<file path="src/rtl/k12_job_if.sv">
// Port bundle for k12_job_ctrl: host job/result handshakes plus the shared PoW core bus.
// slave = controller side, master = host/core-array side.
interface k12_job_if #(
  parameter int NCORE  = 4,
  parameter int ITER_W = 32
);
  logic                  job_valid;
  logic                  job_ready;
  logic [575:0]          job_blob;
  logic [63:0]           job_target;
  logic [ITER_W-1:0]     job_iters;
  logic                  stop;
  logic                  core_load;
  logic                  core_start;
  logic [575:0]          core_blob;
  logic [63:0]           core_target;
  logic [NCORE-1:0]      core_store;
  logic [64*NCORE-1:0]   core_nonce;
  logic                  res_valid;
  logic                  res_ready;
  logic [63:0]           res_nonce;
  logic                  busy;
  logic                  overflow;
  logic [ITER_W-1:0]     rounds;

  modport slave (
    input  job_valid, job_blob, job_target, job_iters, stop, core_store, core_nonce, res_ready,
    output job_ready, core_load, core_start, core_blob, core_target, res_valid, res_nonce,
           busy, overflow, rounds
  );

  modport master (
    output job_valid, job_blob, job_target, job_iters, stop, core_store, core_nonce, res_ready,
    input  job_ready, core_load, core_start, core_blob, core_target, res_valid, res_nonce,
           busy, overflow, rounds
  );
endinterface

</file>
<file path="src/rtl/k12_job_ctrl.sv">
// K12 PoW job dispatcher: issues load/start strobes to the core array at the hash cadence
// and funnels per-core nonce hits through a round-robin arbiter into a show-ahead FIFO.
//
// state   | meaning
// --------+----------------------------------------------------------------
// S_IDLE  | waiting for a job, job_ready high
// S_LOAD  | one-cycle core_load strobe with the latched blob/target
// S_RUN   | core_start every HASH_CYCLES cycles until budget spent or stop
// S_DRAIN | HASH_CYCLES+2 cycles so in-flight hits can land, then idle
module k12_job_ctrl #(
  parameter int NCORE       = 4,
  parameter int HASH_CYCLES = 13,
  parameter int FIFO_DEPTH  = 8,
  parameter int ITER_W      = 32
) (
  input logic      clk,
  input logic      rst,
  k12_job_if.slave bus
);

  localparam int CW = $clog2(HASH_CYCLES + 2);
  localparam int PW = (NCORE > 1) ? $clog2(NCORE) : 1;
  localparam int AW = $clog2(FIFO_DEPTH);
  localparam logic [CW-1:0] CNT_PERIOD = CW'(HASH_CYCLES - 1);
  localparam logic [CW-1:0] CNT_DRAIN  = CW'(HASH_CYCLES + 1);

  typedef enum logic [1:0] {S_IDLE, S_LOAD, S_RUN, S_DRAIN} state_t;

  state_t            state_q, state_d;
  logic [CW-1:0]     cnt_q, cnt_d;
  logic              accept, load, start;
  logic [575:0]      blob_q;
  logic [63:0]       target_q;
  logic [ITER_W-1:0] iters_q, rounds_q;
  logic              overflow_q;

  logic [NCORE-1:0]  hold_full;
  logic [63:0]       hold_nonce [NCORE];
  logic [NCORE-1:0]  drop;
  logic [PW-1:0]     rr_ptr, gnt_idx;
  logic              gnt_found, push, pop;

  logic [63:0]       fifo_mem [FIFO_DEPTH];
  logic [AW:0]       wr_ptr, rd_ptr;
  logic              fifo_full, fifo_empty;

  // One counter serves as the cadence timer in RUN and the drain timer in DRAIN.
  always_comb begin
    state_d = state_q;
    cnt_d   = cnt_q;
    accept  = 1'b0;
    load    = 1'b0;
    start   = 1'b0;
    case (state_q)
      S_IDLE: begin
        if (bus.job_valid) begin
          accept  = 1'b1;
          state_d = S_LOAD;
        end
      end
      S_LOAD: begin
        load  = 1'b1;
        cnt_d = '0;
        if (bus.stop) begin
          state_d = S_DRAIN;
          cnt_d   = CNT_DRAIN;
        end else begin
          state_d = S_RUN;
        end
      end
      S_RUN: begin
        start = (cnt_q == '0);
        cnt_d = start ? CNT_PERIOD : cnt_q - CW'(1);
        if (bus.stop || (start && iters_q != '0 && (rounds_q + ITER_W'(1)) == iters_q)) begin
          state_d = S_DRAIN;
          cnt_d   = CNT_DRAIN;
        end
      end
      S_DRAIN: begin
        if (cnt_q == '0) state_d = S_IDLE;
        else             cnt_d   = cnt_q - CW'(1);
      end
      default: state_d = S_IDLE;
    endcase
  end

  always_ff @(posedge clk) begin
    if (!rst) begin
      state_q  <= S_IDLE;
      cnt_q    <= '0;
      blob_q   <= '0;
      target_q <= '0;
      iters_q  <= '0;
      rounds_q <= '0;
    end else begin
      state_q <= state_d;
      cnt_q   <= cnt_d;
      if (accept) begin
        blob_q   <= bus.job_blob;
        target_q <= bus.job_target;
        iters_q  <= bus.job_iters;
        rounds_q <= '0;
      end else if (start) begin
        rounds_q <= rounds_q + ITER_W'(1);
      end
    end
  end

  // Round-robin: first full register at or above the pointer, else first full below it.
  always_comb begin
    gnt_found = 1'b0;
    gnt_idx   = '0;
    for (int i = 0; i < NCORE; i++) begin
      if (!gnt_found && hold_full[i] && PW'(i) >= rr_ptr) begin
        gnt_found = 1'b1;
        gnt_idx   = PW'(i);
      end
    end
    for (int i = 0; i < NCORE; i++) begin
      if (!gnt_found && hold_full[i]) begin
        gnt_found = 1'b1;
        gnt_idx   = PW'(i);
      end
    end
  end

  assign push = gnt_found && !fifo_full;
  assign pop  = !fifo_empty && bus.res_ready;

  // A register being emptied into the FIFO this cycle may accept a new hit.
  always_comb begin
    drop = '0;
    for (int i = 0; i < NCORE; i++) begin
      drop[i] = bus.core_store[i] && hold_full[i] && !(push && gnt_idx == PW'(i));
    end
  end

  always_ff @(posedge clk) begin
    if (!rst) begin
      hold_full  <= '0;
      rr_ptr     <= '0;
      overflow_q <= 1'b0;
      for (int i = 0; i < NCORE; i++) hold_nonce[i] <= '0;
    end else begin
      for (int i = 0; i < NCORE; i++) begin
        if (bus.core_store[i] && !drop[i]) begin
          hold_full[i]  <= 1'b1;
          hold_nonce[i] <= bus.core_nonce[64*i +: 64];
        end else if (push && gnt_idx == PW'(i)) begin
          hold_full[i] <= 1'b0;
        end
      end
      if (push) rr_ptr <= (gnt_idx == PW'(NCORE - 1)) ? '0 : gnt_idx + PW'(1);
      if (|drop)       overflow_q <= 1'b1;
      else if (accept) overflow_q <= 1'b0;
    end
  end

  assign fifo_empty = (wr_ptr == rd_ptr);
  assign fifo_full  = (wr_ptr[AW] != rd_ptr[AW]) && (wr_ptr[AW-1:0] == rd_ptr[AW-1:0]);

  always_ff @(posedge clk) begin
    if (!rst) begin
      wr_ptr <= '0;
      rd_ptr <= '0;
    end else begin
      if (push) wr_ptr <= wr_ptr + (AW+1)'(1);
      if (pop)  rd_ptr <= rd_ptr + (AW+1)'(1);
    end
  end

  always_ff @(posedge clk) begin
    if (push) fifo_mem[wr_ptr[AW-1:0]] <= hold_nonce[gnt_idx];
  end

  assign bus.job_ready   = rst && (state_q == S_IDLE);
  assign bus.core_load   = rst && load;
  assign bus.core_start  = rst && start;
  assign bus.core_blob   = blob_q;
  assign bus.core_target = target_q;
  assign bus.res_valid   = !fifo_empty;
  assign bus.res_nonce   = fifo_empty ? '0 : fifo_mem[rd_ptr[AW-1:0]];
  assign bus.busy        = (state_q != S_IDLE);
  assign bus.overflow    = overflow_q;
  assign bus.rounds      = rounds_q;

endmodule

</file>
<file path="src/flat_wrapper.sv">
// flat-port wrapper written by rule: the top's interface ports become plain ports
module k12_job_ctrl_flat 
#(
  parameter int NCORE       = 4,
  parameter int HASH_CYCLES = 13,
  parameter int FIFO_DEPTH  = 8,
  parameter int ITER_W      = 32
)
  (clk, rst, bus_job_valid, bus_job_blob, bus_job_target, bus_job_iters, bus_stop, bus_core_store, bus_core_nonce, bus_res_ready, bus_job_ready, bus_core_load, bus_core_start, bus_core_blob, bus_core_target, bus_res_valid, bus_res_nonce, bus_busy, bus_overflow, bus_rounds);
  k12_job_if #(.NCORE(NCORE), .ITER_W(ITER_W)) bus_i ();
  input logic clk;
  input logic rst;
  input wire logic [$bits(bus_i.job_valid)-1:0] bus_job_valid;
  input wire logic [$bits(bus_i.job_blob)-1:0] bus_job_blob;
  input wire logic [$bits(bus_i.job_target)-1:0] bus_job_target;
  input wire logic [$bits(bus_i.job_iters)-1:0] bus_job_iters;
  input wire logic [$bits(bus_i.stop)-1:0] bus_stop;
  input wire logic [$bits(bus_i.core_store)-1:0] bus_core_store;
  input wire logic [$bits(bus_i.core_nonce)-1:0] bus_core_nonce;
  input wire logic [$bits(bus_i.res_ready)-1:0] bus_res_ready;
  output wire logic [$bits(bus_i.job_ready)-1:0] bus_job_ready;
  output wire logic [$bits(bus_i.core_load)-1:0] bus_core_load;
  output wire logic [$bits(bus_i.core_start)-1:0] bus_core_start;
  output wire logic [$bits(bus_i.core_blob)-1:0] bus_core_blob;
  output wire logic [$bits(bus_i.core_target)-1:0] bus_core_target;
  output wire logic [$bits(bus_i.res_valid)-1:0] bus_res_valid;
  output wire logic [$bits(bus_i.res_nonce)-1:0] bus_res_nonce;
  output wire logic [$bits(bus_i.busy)-1:0] bus_busy;
  output wire logic [$bits(bus_i.overflow)-1:0] bus_overflow;
  output wire logic [$bits(bus_i.rounds)-1:0] bus_rounds;
  assign bus_i.job_valid = bus_job_valid;
  assign bus_i.job_blob = bus_job_blob;
  assign bus_i.job_target = bus_job_target;
  assign bus_i.job_iters = bus_job_iters;
  assign bus_i.stop = bus_stop;
  assign bus_i.core_store = bus_core_store;
  assign bus_i.core_nonce = bus_core_nonce;
  assign bus_i.res_ready = bus_res_ready;
  assign bus_job_ready = bus_i.job_ready;
  assign bus_core_load = bus_i.core_load;
  assign bus_core_start = bus_i.core_start;
  assign bus_core_blob = bus_i.core_blob;
  assign bus_core_target = bus_i.core_target;
  assign bus_res_valid = bus_i.res_valid;
  assign bus_res_nonce = bus_i.res_nonce;
  assign bus_busy = bus_i.busy;
  assign bus_overflow = bus_i.overflow;
  assign bus_rounds = bus_i.rounds;
  k12_job_ctrl #(.NCORE(NCORE), .HASH_CYCLES(HASH_CYCLES), .FIFO_DEPTH(FIFO_DEPTH), .ITER_W(ITER_W)) u_core (.clk(clk), .rst(rst), .bus(bus_i));
endmodule
</file>
<file path="config.mk">
export PLATFORM = sky130hd
export DESIGN_NAME = k12_job_ctrl_flat
export DESIGN_NICKNAME = d
export VERILOG_FILES = /design/src/rtl/k12_job_if.sv /design/src/rtl/k12_job_ctrl.sv /design/src/flat_wrapper.sv
export SDC_FILE = /design/constraint.sdc
export NUM_CORES = 2
export LEC_CHECK = 0
export BUFFER_PORTS_ARGS = -buffer_cell sky130_fd_sc_hd__buf_4
export CORE_AREA = 2 2 656 658
export DETAILED_ROUTE_END_ITERATION = 16
export DIE_AREA = 0 0 658 660
export MAX_ROUTING_LAYER = met4
export PLACE_DENSITY = 0.3
export SLEW_MARGIN = 10
export SYNTH_ARGS = -nofsm -noshare
export SYNTH_HDL_FRONTEND = slang
export SYNTH_SLANG_ARGS = --single-unit
</file>
<file path="constraint.sdc">
create_clock -name clk -period 10.2 [get_ports clk]
set_input_delay 2.04 -clock clk [delete_from_list [all_inputs] [get_ports clk]]
set_output_delay 2.04 -clock clk [all_outputs]
set_load 0.01 [all_outputs]
</file>
Yosys cells after proc, flatten, opt, wreduce, memory -nomap -nowiden
Memory sizes are Yosys's and may differ from the RTL's. A register that Yosys moved wholly into a read port is not among the register bits.
Index checks and enable logic that the tools add are counted.
{"block": "classes", "add_sub_neg": 5, "n_mul": 0, "div": 0, "order_cmp": 4, "eq_ne": 14, "n_shift": 0, "mux": 62, "bitwise": 5, "reduce_logical": 68}
{"cell": "$mux W64", "count": 5}
{"cell": "$mux W1", "count": 39}
{"cell": "$logic_and A1 B1 Y1", "count": 35}
{"cell": "$add A32 B1 Y32 const B", "count": 1}
{"cell": "$eq A32 B32 Y1", "count": 1}
{"cell": "$reduce_bool A32 Y1", "count": 1}
{"cell": "$mux W2", "count": 10}
{"cell": "$logic_not A1 Y1", "count": 17}
{"cell": "$mux W4", "count": 4}
{"cell": "$pmux W4 S3", "count": 1}
{"cell": "$reduce_bool A2 Y1", "count": 6}
{"cell": "$add A4 B1 Y4 const B", "count": 2}
{"cell": "$eq A2 B2 Y1 const B", "count": 4}
{"cell": "$pmux W2 S4", "count": 1}
{"cell": "$mux W3", "count": 2}
{"cell": "$eq A2 B1 Y1 const B", "count": 2}
{"cell": "$eq A4 B4 Y1", "count": 1}
{"cell": "$ge A1 B2 Y1 const A", "count": 2}
{"cell": "$ge A2 B2 Y1 const A", "count": 2}
{"cell": "$logic_not A2 Y1", "count": 2}
{"cell": "$logic_not A4 Y1", "count": 1}
{"cell": "$ne A2 B1 Y1 const B", "count": 2}
{"cell": "$ne A2 B2 Y1 const B", "count": 2}
{"cell": "$or A1 B1 Y1", "count": 4}
{"cell": "11 further kinds", "count": 11}
{"block": "word_totals", "register_bits": 725, "latch_bits": 0, "ram_bits": 768, "rom_bits": 0, "input_bits": 937, "output_inout_bits": 742, "word_cells": 174, "n_memories": 2}
{"memory": "u_core.fifo_mem", "depth": 8, "word_bits": 64, "read_ports": 1, "rd_clocked_by_memory_dff": 1, "wr": 1, "line": "k12_job_ctrl.sv:43", "rtl": "logic [63:0] fifo_mem [FIFO_DEPTH];"}
{"memory": "u_core.hold_nonce", "depth": 4, "word_bits": 64, "read_ports": 1, "rd_clocked_by_memory_dff": 0, "wr": 4, "line": "k12_job_ctrl.sv:38", "rtl": "logic [63:0] hold_nonce [NCORE];"}

Longest topological paths before layout
{"block": "depth", "word_depth": 37, "depth_mapped": 14}

Worst setup path after synthesis
OpenSTA, ideal clock, no wires.
{"block": "synth_timing", "path_kind": "reg2reg", "from": "register u_core.wr_ptr[2]", "to": "memory u_core.fifo_mem[0][0], enable pin", "setup_time_ps": 565, "arrival_time_ps": 5653, "slack_ps": 3982, "stages_incl_launch_ff": 9, "period_less_slack_ps": 6218, "path_cell_list": "dfxtp_1 > clkbuf_1 > xnor2_1 > nand3_1 > nor2_1 > a21oi_1 > buf_2 > nand2b_1 > nor3_1"}
{"block": "synth_via", "elab_chain_len": 6}
{"element": "start: declaration", "line": "k12_job_ctrl.sv:44", "rtl": "logic [AW:0] wr_ptr, rd_ptr;"}
{"element": "start signal: assignment", "line": "k12_job_ctrl.sv:167", "rtl": "if (push) wr_ptr <= wr_ptr + (AW+1)'(1);"}
{"element": "$eq A3 B3 Y1", "line": "k12_job_ctrl.sv:160", "rtl": "assign fifo_full = (wr_ptr[AW] != rd_ptr[AW]) && (wr_ptr[AW-1:0] == rd_ptr[AW-1:0]);"}
{"element": "$logic_and A1 B1 Y1", "line": "k12_job_ctrl.sv:160"}
{"element": "$logic_not A1 Y1", "line": "k12_job_ctrl.sv:127", "rtl": "assign push = gnt_found && !fifo_full;"}
{"element": "$logic_and A1 B1 Y1", "line": "k12_job_ctrl.sv:127"}
{"element": "$mux W1", "line": "k12_job_ctrl.sv:173", "rtl": "if (push) fifo_mem[wr_ptr[AW-1:0]] <= hold_nonce[gnt_idx];"}
{"element": "$mux W1 (not written as such)", "line": "k12_job_ctrl.sv:173"}
{"element": "end: declaration", "line": "k12_job_ctrl.sv:43"}
Parallel ways exist; a longest one is shown, timed or not.

==> results.sh <==
export IMPL_status="completed"
export IMPL_synth_fp_nets=6180
export IMPL_nFillCells=46830
export IMPL_boundaryPins=1679
export IMPL_cts_root_buf="clkbuf_16"
export IMPL_p_per_area_mw_per_mm2=243.2
export IMPL_fin_crit_sh_pct=59.19
export IMPL_slew_violations=0
export IMPL_syn_to_final_growth_pct=43.45
export IMPL_path_clk_slew_ps=60
export IMPL_yosys_most_used_dff="edfxtp_1"
export IMPL_worstPathRequired_ps=8160
export IMPL_hold_path_class="reg -> reg"
export IMPL_routed_wl_um=361600
export IMPL_grt_antenna_before_repair=173
export IMPL_grt_usage_pct=16.43
export IMPL_worst_slack_ps=4163
export IMPL_finalSetupTns_ps=0
export IMPL_ctsResizeCount=0
export IMPL_die_w_um=658
export IMPL_routedWlPerCell_um=28.35
export IMPL_clkSinkCount=1496
export IMPL_final_cell_mix="buf_4, nand2_1, edfxtp_1"
export IMPL_grt_setup_unrepaired="false"
export IMPL_tightest_slew_ps=1205
export IMPL_die_area_mm2=0.4343
export IMPL_worst_ep_arrival_time_ps=4000
export IMPL_grt_max_degree=200
export IMPL_first_pass_iters=7
export IMPL_crit_family="multiplexers"
export IMPL_synth_distinct_cells=69
export IMPL_vias=47450
export IMPL_grt_pass1_vias=48150
export IMPL_layout_drive_gt1_share_pct=31.59
export IMPL_worst_path_buf_inv=2
export IMPL_cts_hold_buf=0
export IMPL_finalCoreUtilization_pct=19.91
export IMPL_htree_levels=4
export IMPL_tritoncts="built"
export IMPL_critPathLaunchType="flip-flop"
export IMPL_p_leak_uw=0.03187
export IMPL_cp_max_fo=70
export IMPL_critical_path_class="reg -> out"
export IMPL_fmax_mhz=165.6
export IMPL_max_stage_delay_ps=840
export IMPL_gr_total_overflow=0
export IMPL_coreArea_mm2=0.4267
export IMPL_cp_slowest_cell="dfxtp_4"
export IMPL_gp_congestion=0.9571
export IMPL_post_cts_buffers=0
export IMPL_rows=240
export IMPL_start_util_pct=13.88
export IMPL_pre_cts_ws_ps=4994
export IMPL_cts_buffers=201
export IMPL_hold_violations=0
export IMPL_clockBufferDepth=4
export IMPL_final_common_cell="buf_4"
export IMPL_portBuffers=1678
export IMPL_syn_area_mm2=0.05922
export IMPL_syn_area_per_cell_um2=11.32
export IMPL_hold_ws_ps=462.1
export IMPL_fin_crit_ps=6037
export IMPL_yosysSeqAreaShare_pct=63.55
export IMPL_ys_ff_latch=1496
export IMPL_nets=7757
export IMPL_antenna_left=0
export IMPL_synthArstFlopShare_pct=0
export IMPL_path_cells="buf_12 -> mux4_2 -> mux2i_1 -> nor2_1 -> buf_4"
export IMPL_viasPerCell=3.719
export IMPL_maxSlewHeadroom_pct=19.68
export IMPL_clock_skew_ps=76.06
export IMPL_max_vdd_ir_drop_mv=0.1546
export IMPL_synth_edff_count=768
export IMPL_drcViolationCount=0
export IMPL_die_y_um=660
export IMPL_maxCapViolations=0
export IMPL_drtIter0Drc=2834
export IMPL_dpl_hpwl_um=277900
export IMPL_cp_end_kind="primary output"
export IMPL_finalSetupViolations=0
export IMPL_syn_inst=5230
export IMPL_ys_warn_count=0
export IMPL_insertion_delay_ps=900
export IMPL_grt_pass1_wl_um=469100
==> worst min-delay path: cells and delay by family, from the launching register on <==
family	cells	cell delay (ps)
DFF	1	310
AOI/OAI and AO/OA	1	60
and+or+nand+nor	1	40
==> cells by family after synthesis <==
family	synth area share (%)
DFF	63.55
buffers and inverters	2.514
xor gates and xnor gates	1.050
muxes	6.034
AOI/OAI and AO/OA	10.22
and+or+nand+nor	16.36
adders and majority gates	0.2747
==> area by class of cell <==
| type | count | area, um^2 | share of cell area [%] |
|---|---|---|---|
| flip-flops and latches | 1496 | 37650 | 44.32 |
| multi-input cells | 3350 | 20240 | 23.82 |
| repair buffers | 1745 | 13250 | 15.59 |
| well taps | 5687 | 7116 | 8.376 |
| clock buffers | 272 | 5538 | 6.519 |
| clock inverters | 89 | 852.1 | 1.003 |
| diodes | 105 | 262.8 | 0.3093 |
| inverters | 13 | 52.55 | 0.06186 |
==> synthesized netlist by cell type, types with 5 or more instances <==
| master | number | area, um^2 |
|---|---|---|
| nor4_1 | 16 | 100.1 |
| xnor2_1 | 44 | 385.4 |
| nor2b_1 | 10 | 62.56 |
| mux2i_1 | 69 | 690.7 |
| buf_2 | 16 | 80.08 |
| nand2_1 | 1649 | 6190 |
| edfxtp_1 | 768 | 23060 |
| a31oi_1 | 69 | 431.7 |
| nand4_1 | 22 | 137.6 |
| nand3_1 | 17 | 85.08 |
| ha_1 | 13 | 162.7 |
| buf_4 | 5 | 37.54 |
| clkbuf_1 | 316 | 1186 |
| nor3_1 | 21 | 105.1 |
| dfxtp_1 | 728 | 14570 |
| mux4_2 | 128 | 2883 |
| buf_1 | 32 | 120.1 |
| a21boi_0 | 675 | 5067 |
| o21ai_0 | 17 | 85.08 |
| nand2b_1 | 8 | 50.05 |
| or3_1 | 8 | 50.05 |
| and4_1 | 7 | 61.31 |
| and3_1 | 74 | 462.9 |
| a21oi_1 | 17 | 85.08 |
| nor2_1 | 118 | 442.9 |
| xor2_1 | 27 | 236.5 |
| o21a_1 | 5 | 37.54 |
| inv_1 | 13 | 48.80 |
| and2_1 | 271 | 1695 |
==> state kept, by name, summed over array words and instances, names as in the netlist, named ones only <==
register and count:
u_core.bus.core_blob 576, u_core.fifo_mem 512, u_core.hold_nonce 256, u_core.bus.core_target 64, u_core.bus.rounds 32, u_core.iters_q 32
u_core.cnt_q 4, u_core.hold_full 4, u_core.rd_ptr 4, u_core.wr_ptr 4, u_core.rr_ptr 2, u_core.state_q 2
u_core.bus.overflow 1
==> through the flow <==
stage | total power (uW) | instance area (um^2) | instances
4_1_cts | 21210 | 84690 | 12650
5_1_grt | 21750 | 84920 | 12750
3_3_place_gp | 13930 | 78290 | 12290
2_1_floorplan | 10460 | 59220 | 5230
3_5_place_dp | 13950 | 78300 | 12290
6_report | 20660 | 84950 | 12760
==> power by group <==
| group | switching [uW] | total [uW] | leakage (uW) | internal [uW] |
|---|---|---|---|---|
| Combinational | 3710 | 5790 | 0.0153 | 2080 |
| Clock | 3030 | 7070 | 0.00314 | 4040 |
| Sequential | 479 | 7800 | 0.0135 | 7320 |
==> final timing paths <==
check | start | to | slack (ps) | depth (start not counted)
max | flip-flop | bus_res_nonce[38] | 4160 | 5
min | u_core.bus.core_blob[451] | u_core.bus.core_blob[451] | 460 | 2
max reg2reg | u_core.hold_full[0] | u_core.fifo_mem[5][9] | 5420 | 10
min reg2reg | u_core.bus.core_blob[451] | u_core.bus.core_blob[451] | 460 | 2
==> layer usage <==
metal  GRT usage, %  share of wire [%]  vias to the layer above
li1               -                  -                    21310
met1          17.24                 37                    23920
met2          29.07                 52                     1680
met3          5.121                7.5                      547
met4          5.641                3.7                        0
met5              -                  0                        -
Power figures use the tool's default switching activity.
